<file path="src/rtl/baud_gen_prog_if.sv">
// baud_gen_prog_if: control/tick bundle for the programmable baud generator.
// master drives en/div_int/div_frac/div_load/sync_clr; slave returns ticks and cfg_err.
interface baud_gen_prog_if #(
   parameter int DIV_W  = 16,
   parameter int FRAC_W = 4
);
   logic              en;
   logic [DIV_W-1:0]  div_int;
   logic [FRAC_W-1:0] div_frac;
   logic              div_load;
   logic              sync_clr;
   logic              os_tick;
   logic              mid_tick;
   logic              bit_tick;
   logic              cfg_err;

   modport master (
      output en, div_int, div_frac, div_load, sync_clr,
      input  os_tick, mid_tick, bit_tick, cfg_err
   );

   modport slave (
      input  en, div_int, div_frac, div_load, sync_clr,
      output os_tick, mid_tick, bit_tick, cfg_err
   );
endinterface

</file>
<file path="src/rtl/baud_gen_prog.sv">
// baud_gen_prog: fractional-N oversample/bit tick generator for a UART.
// Ports: clk, reset_n (async low), bus (slave: en, div_*, div_load, sync_clr -> ticks, cfg_err).
module baud_gen_prog #(
   parameter int DIV_W        = 16,
   parameter int FRAC_W       = 4,
   parameter int OS_RATE      = 16,
   parameter int RST_DIV_INT  = 325,
   parameter int RST_DIV_FRAC = 8
) (
   input  logic           clk,
   input  logic           reset_n,
   baud_gen_prog_if.slave bus
);
   localparam int OS_W = $clog2(OS_RATE);
   localparam logic [OS_W-1:0] LP_OS_LAST = OS_W'(OS_RATE - 1);
   localparam logic [OS_W-1:0] LP_OS_MID  = OS_W'(OS_RATE / 2 - 1);

   logic [DIV_W-1:0]  r_act_int;
   logic [FRAC_W-1:0] r_act_frac;
   logic [DIV_W-1:0]  r_cnt;
   logic [FRAC_W-1:0] r_acc;
   logic              r_ext;
   logic [OS_W-1:0]   r_os_cnt;
   logic              r_os_tick;
   logic              r_mid_tick;
   logic              r_bit_tick;
   logic              r_cfg_err;

   logic [DIV_W-1:0]  w_term_val;
   logic              w_term;
   logic [FRAC_W:0]   w_sum;
   logic              w_load_ok;
   logic              w_load_bad;
   logic              w_clr;

   // Stretched period: act_int clocks, plus one when the last
   // fractional accumulation carried out.
   assign w_term_val = r_act_int - DIV_W'(1) + {{(DIV_W-1){1'b0}}, r_ext};
   assign w_term     = (r_cnt == w_term_val);
   assign w_sum      = {1'b0, r_acc} + {1'b0, r_act_frac};

   assign w_load_ok  = bus.div_load & (bus.div_int >= DIV_W'(2));
   assign w_load_bad = bus.div_load & ~w_load_ok;
   // A rejected load alone leaves counting untouched; a
   // coincident sync_clr still realigns the phase.
   assign w_clr      = bus.sync_clr | w_load_ok;

   always_ff @(posedge clk or negedge reset_n) begin
      if (!reset_n) begin
         r_act_int  <= DIV_W'(RST_DIV_INT);
         r_act_frac <= FRAC_W'(RST_DIV_FRAC);
         r_cnt      <= '0;
         r_acc      <= '0;
         r_ext      <= 1'b0;
         r_os_cnt   <= '0;
         r_os_tick  <= 1'b0;
         r_mid_tick <= 1'b0;
         r_bit_tick <= 1'b0;
         r_cfg_err  <= 1'b0;
      end else begin
         r_cfg_err  <= w_load_bad;
         r_os_tick  <= 1'b0;
         r_mid_tick <= 1'b0;
         r_bit_tick <= 1'b0;
         if (w_clr) begin
            if (w_load_ok) begin
               r_act_int  <= bus.div_int;
               r_act_frac <= bus.div_frac;
            end
            r_cnt    <= '0;
            r_acc    <= '0;
            r_ext    <= 1'b0;
            r_os_cnt <= '0;
         end else if (bus.en) begin
            if (w_term) begin
               r_cnt      <= '0;
               r_acc      <= w_sum[FRAC_W-1:0];
               r_ext      <= w_sum[FRAC_W];
               r_os_cnt   <= r_os_cnt + OS_W'(1);
               r_os_tick  <= 1'b1;
               r_mid_tick <= (r_os_cnt == LP_OS_MID);
               r_bit_tick <= (r_os_cnt == LP_OS_LAST);
            end else begin
               r_cnt <= r_cnt + DIV_W'(1);
            end
         end
      end
   end

   assign bus.os_tick  = r_os_tick;
   assign bus.mid_tick = r_mid_tick;
   assign bus.bit_tick = r_bit_tick;
   assign bus.cfg_err  = r_cfg_err;
endmodule

</file>
<file path="src/flat_wrapper.sv">
// flat-port wrapper written by rule: the top's interface ports become plain ports
module baud_gen_prog_flat 
#(
   parameter int DIV_W        = 16,
   parameter int FRAC_W       = 4,
   parameter int OS_RATE      = 16,
   parameter int RST_DIV_INT  = 325,
   parameter int RST_DIV_FRAC = 8
)
  (clk, reset_n, bus_en, bus_div_int, bus_div_frac, bus_div_load, bus_sync_clr, bus_os_tick, bus_mid_tick, bus_bit_tick, bus_cfg_err);
  baud_gen_prog_if #(.DIV_W(DIV_W), .FRAC_W(FRAC_W)) bus_i ();
  input  logic clk;
  input  logic reset_n;
  input wire logic [$bits(bus_i.en)-1:0] bus_en;
  input wire logic [$bits(bus_i.div_int)-1:0] bus_div_int;
  input wire logic [$bits(bus_i.div_frac)-1:0] bus_div_frac;
  input wire logic [$bits(bus_i.div_load)-1:0] bus_div_load;
  input wire logic [$bits(bus_i.sync_clr)-1:0] bus_sync_clr;
  output wire logic [$bits(bus_i.os_tick)-1:0] bus_os_tick;
  output wire logic [$bits(bus_i.mid_tick)-1:0] bus_mid_tick;
  output wire logic [$bits(bus_i.bit_tick)-1:0] bus_bit_tick;
  output wire logic [$bits(bus_i.cfg_err)-1:0] bus_cfg_err;
  assign bus_i.en = bus_en;
  assign bus_i.div_int = bus_div_int;
  assign bus_i.div_frac = bus_div_frac;
  assign bus_i.div_load = bus_div_load;
  assign bus_i.sync_clr = bus_sync_clr;
  assign bus_os_tick = bus_i.os_tick;
  assign bus_mid_tick = bus_i.mid_tick;
  assign bus_bit_tick = bus_i.bit_tick;
  assign bus_cfg_err = bus_i.cfg_err;
  baud_gen_prog #(.DIV_W(DIV_W), .FRAC_W(FRAC_W), .OS_RATE(OS_RATE), .RST_DIV_INT(RST_DIV_INT), .RST_DIV_FRAC(RST_DIV_FRAC)) u_core (.clk(clk), .reset_n(reset_n), .bus(bus_i));
endmodule
</file>
<file path="config.mk">
export PLATFORM = sky130hd
export DESIGN_NAME = baud_gen_prog_flat
export DESIGN_NICKNAME = d
export VERILOG_FILES = /design/src/rtl/baud_gen_prog_if.sv /design/src/rtl/baud_gen_prog.sv /design/src/flat_wrapper.sv
export SDC_FILE = /design/constraint.sdc
export NUM_CORES = 1
export LEC_CHECK = 0
export CAP_MARGIN = 20
export CORE_MARGIN = 2
export CORE_UTILIZATION = 40
export CTS_BUF_LIST = sky130_fd_sc_hd__clkbuf_4
export CTS_CLUSTER_DIAMETER = 200
export CTS_CLUSTER_SIZE = 16
export DETAILED_ROUTE_END_ITERATION = 8
export PLACE_DENSITY_LB_ADDON = 0.08
export SYNTH_ARGS = -nofsm -noshare
export SYNTH_HDL_FRONTEND = slang
export SYNTH_SLANG_ARGS = --single-unit
export TNS_END_PERCENT = 20
</file>
<file path="constraint.sdc">
create_clock -name clk -period 3.1 [get_ports clk]
set_clock_uncertainty 0.05 [all_clocks]
set_input_delay 0.62 -clock clk [delete_from_list [all_inputs] [get_ports clk]]
set_output_delay 0.62 -clock clk [all_outputs]
set_load 0.05 [all_outputs]
</file>
==> impl_metrics.ini <==
[layout]
fin_cells = 423
nets = 360
area_growth_pct = 17.1
diodes = 0
drive_above_1_share_pct = 16.2

[synthesis]
synth_edf_count = 0
syn_nets = 324
synth_compound_area_share_pct = 8.75
syn_inst = 290
synth.mux.area_fraction_pct = 8.06
ys_ff_latch = 49
ys_seq_area_share_pct = 42.9
synth-async-reset-ratio_pct = 100
syn_area_per_cell_um2 = 9.91
synth.distinct_cells = 51
synthSimpleGateAreaFrac_pct = 22.0
synth_xor_xnor_area_share_pct = 11.0
syn_area_um2 = 2870
ys_warn_count = 0
synthAdderAreaFrac_pct = 4.18
synth_flop_cell = dfrtp_1
synth_top_family_by_area = simple AND/OR/NAND/NOR gates

[clocking]
cts_post_setup_buffers_inserted = 0
post_cts_resized = 0
ctsLongestPathBuffers = 2
postCtsHoldBufs = 0
clk_pin_slew_worst_paths_ps = 140
cts_buffers = 5
cts_tree = yes
cts.sinks = 49
cts_root_buf = clkbuf_4
htree_levels = 2
clock_latency_ps = 360

[power]
p_leak_uw = 0.00134
peakVddDrop_mv = 0.167
seq_power_share_pct = 58.6
pwr-share-clk_pct = 24.4
intPower_uw = 871
cellPowerDensity_nw_per_um2 = 359
p_comb_share_pct = 17.0
sw_frac_of_total_pct = 27.9
p_sw_uw = 336

[setup_path]
crit_type = flip-flop to flip-flop
path_max_fanout = 13
worst-endpoint-required_ps = 3340
crit_arrival_ps = 3130
critPathLaunchType = flip-flop
end_kind = flip-flop

[global_route]
grt_max_degree = 29
antenna_found_initial = 0
grt_use_total_pct = 17.3
grt_pass1_wl_um = 10400
grt_pass1_vias = 2072
grt-ovfl-total = 0

[sta]
min_period_ps = 2890
worst_pin_slew_ps = 646
hold_viol = 0
fmax_ghz = 0.346
setup_viol = 0
finalCritPeriodShare_pct = 93.3
tns_ps = 0
slew_headroom_pct = 56.9
rsz0062_at_grt = no
slew_violations = 0
hold_slack_ps = 211

[run_status]
status = finished, final reports clean

[route]
postRouteWirelength_um = 6250
wl_per_cell_um = 14.8
vias = 2181
drt-pass1-iter-count = 4
drtIter0Drc = 85
viasPerCell = 5.16
drc = 0
antenna_left = 0

[die]
dieArea_um2 = 7880
initial_core_util_pct = 41.8
rows = 30
die-height_um = 88.7
die_w_um = 88.7
io_pins = 29
fp.coreArea_um2 = 6870

[hold_path]
hold_path.class = primary input to async pin

[placement]
port_buffers = 28
place_congestion = 0.819
hpwlAfterDp_um = 4780
dpl.cell_count = 415

[run]
drv_cap = 0
[kinds of logic (layout without fill, tap and decap cells)]
family,Yosys count,count (layout)
DFF,49,49
AOI/OAI and AO/OA,38,38
buffers and inverters,19,56
and+or+nand+nor,118,118
xor gates and xnor gates,36,36
muxes,21,21
adders and majority gates,9,9
[flip-flops by register name, summed over array words and instances (netlist names)]
register and count:
u_core.r_act_int 16, u_core.bus.cfg_err 1, u_core.r_act_frac 4, u_core.r_os_cnt 4
u_core.bus.os_tick 1, u_core.r_acc 4, u_core.bus.mid_tick 1, u_core.r_cnt 16
u_core.bus.bit_tick 1, u_core.r_ext 1
[final timing paths]
path / cells after the start / to / start / slack, ps
setup / recovery: 11 / u_core.r_os_cnt[3] / u_core.r_ext / 210
hold / removal: 1 / u_core.r_os_cnt[1] / reset_n / 210
setup reg to reg: 11 / u_core.r_os_cnt[3] / u_core.r_ext / 210
hold reg to reg: 1 / u_core.bus.mid_tick / u_core.r_os_cnt[3] / 450
max in group asynchronous: 2 / u_core.r_act_int[8] / reset_n / 2020
min in group clk: 1 / u_core.bus.mid_tick / u_core.r_os_cnt[3] / 450
[worst max-delay path: stages, from the launching register on]
cell	delay [ps]
dfrtp_1	400
inv_1	50
ha_1	190
ha_1	180
or3b_2	520
o21ai_0	240
a32oi_1	130
o21ai_1	120
o2111ai_1	130
buf_4	190
or4_1	470
a21oi_1	150
[per-layer routing]
| layer | GRT usage [%] | share of wire (%) | vias up |
|---|---|---|---|
| met5 | 0 | 0 | - |
| met4 | 4.13 | 0.88 | 0 |
| met3 | 3.64 | 3.2 | 5 |
| met2 | 26.2 | 44 | 31 |
| met1 | 25.4 | 52 | 1045 |
| li1 | - | - | 1100 |
[power groups by stage]
stage / Combinational, µW / Clock (µW) / Sequential [µW]
after floorplan: 130 / 0 / 707
after global placement: 207 / 0 / 719
after detailed placement: 208 / 0 / 720
after CTS: 209 / 315 / 708
after global routing: 229 / 346 / 714
final: 206 / 294 / 708
[through the flow]
step / setup WS (ps) / total power [µW] / area (µm²) / utilization (%)
floorplan: 407 / 836 / 2870 / -
global placement: 65.5 / 926 / 3310 / 48.2
detailed placement: 44.1 / 928 / 3310 / 48.2
CTS: 201 / 1230 / 3360 / 49.0
global route: 15.2 / 1290 / 3360 / 49.0
finish: 208 / 1210 / 3360 / 49.0
[synth_stat cells, drive strengths merged (6+ instances only)]
cell	n	area, µm²
dfrtp	44	1100
nor2	30	115
nand2	25	93.8
xor2	21	184
mux2	17	191
o21ai	15	75.1
xnor2	15	131
nand4	14	87.6
nor4	9	56.3
ha	8	100
a21oi	7	35.0
clkbuf	7	26.3
inv	7	26.3
nand3	6	30.0
nor2b	6	37.5
nor3	6	46.3
[placed cells by master, fill, tap and decap left out, types with 3 or more instances in the layout]
cell type / instances
or4_1: 3
dfrtp_1: 44
nor4_1: 9
clkdlybuf4s50_1: 27
nor3_1: 4
nor2_1: 29
nand4_1: 14
buf_4: 13
or3_1: 5
nand2_1: 25
ha_1: 8
mux2i_1: 4
inv_1: 7
xnor2_1: 15
clkbuf_4: 6
mux2_2: 17
dfstp_2: 5
xor2_1: 21
nor2b_1: 6
nand3_1: 6
o21ai_0: 13
a21oi_1: 7
and3_1: 3
[area by class of cell]
class	count	area (µm²)
timing repair buffer	41	373
clock buffer	6	45.0
inverter	7	26.3
fill	657	3500
clock inverter	2	10.0
sequential	49	1230
multi-input combinational	222	1560
tap	96	120
Power figures use the tool's default switching activity.
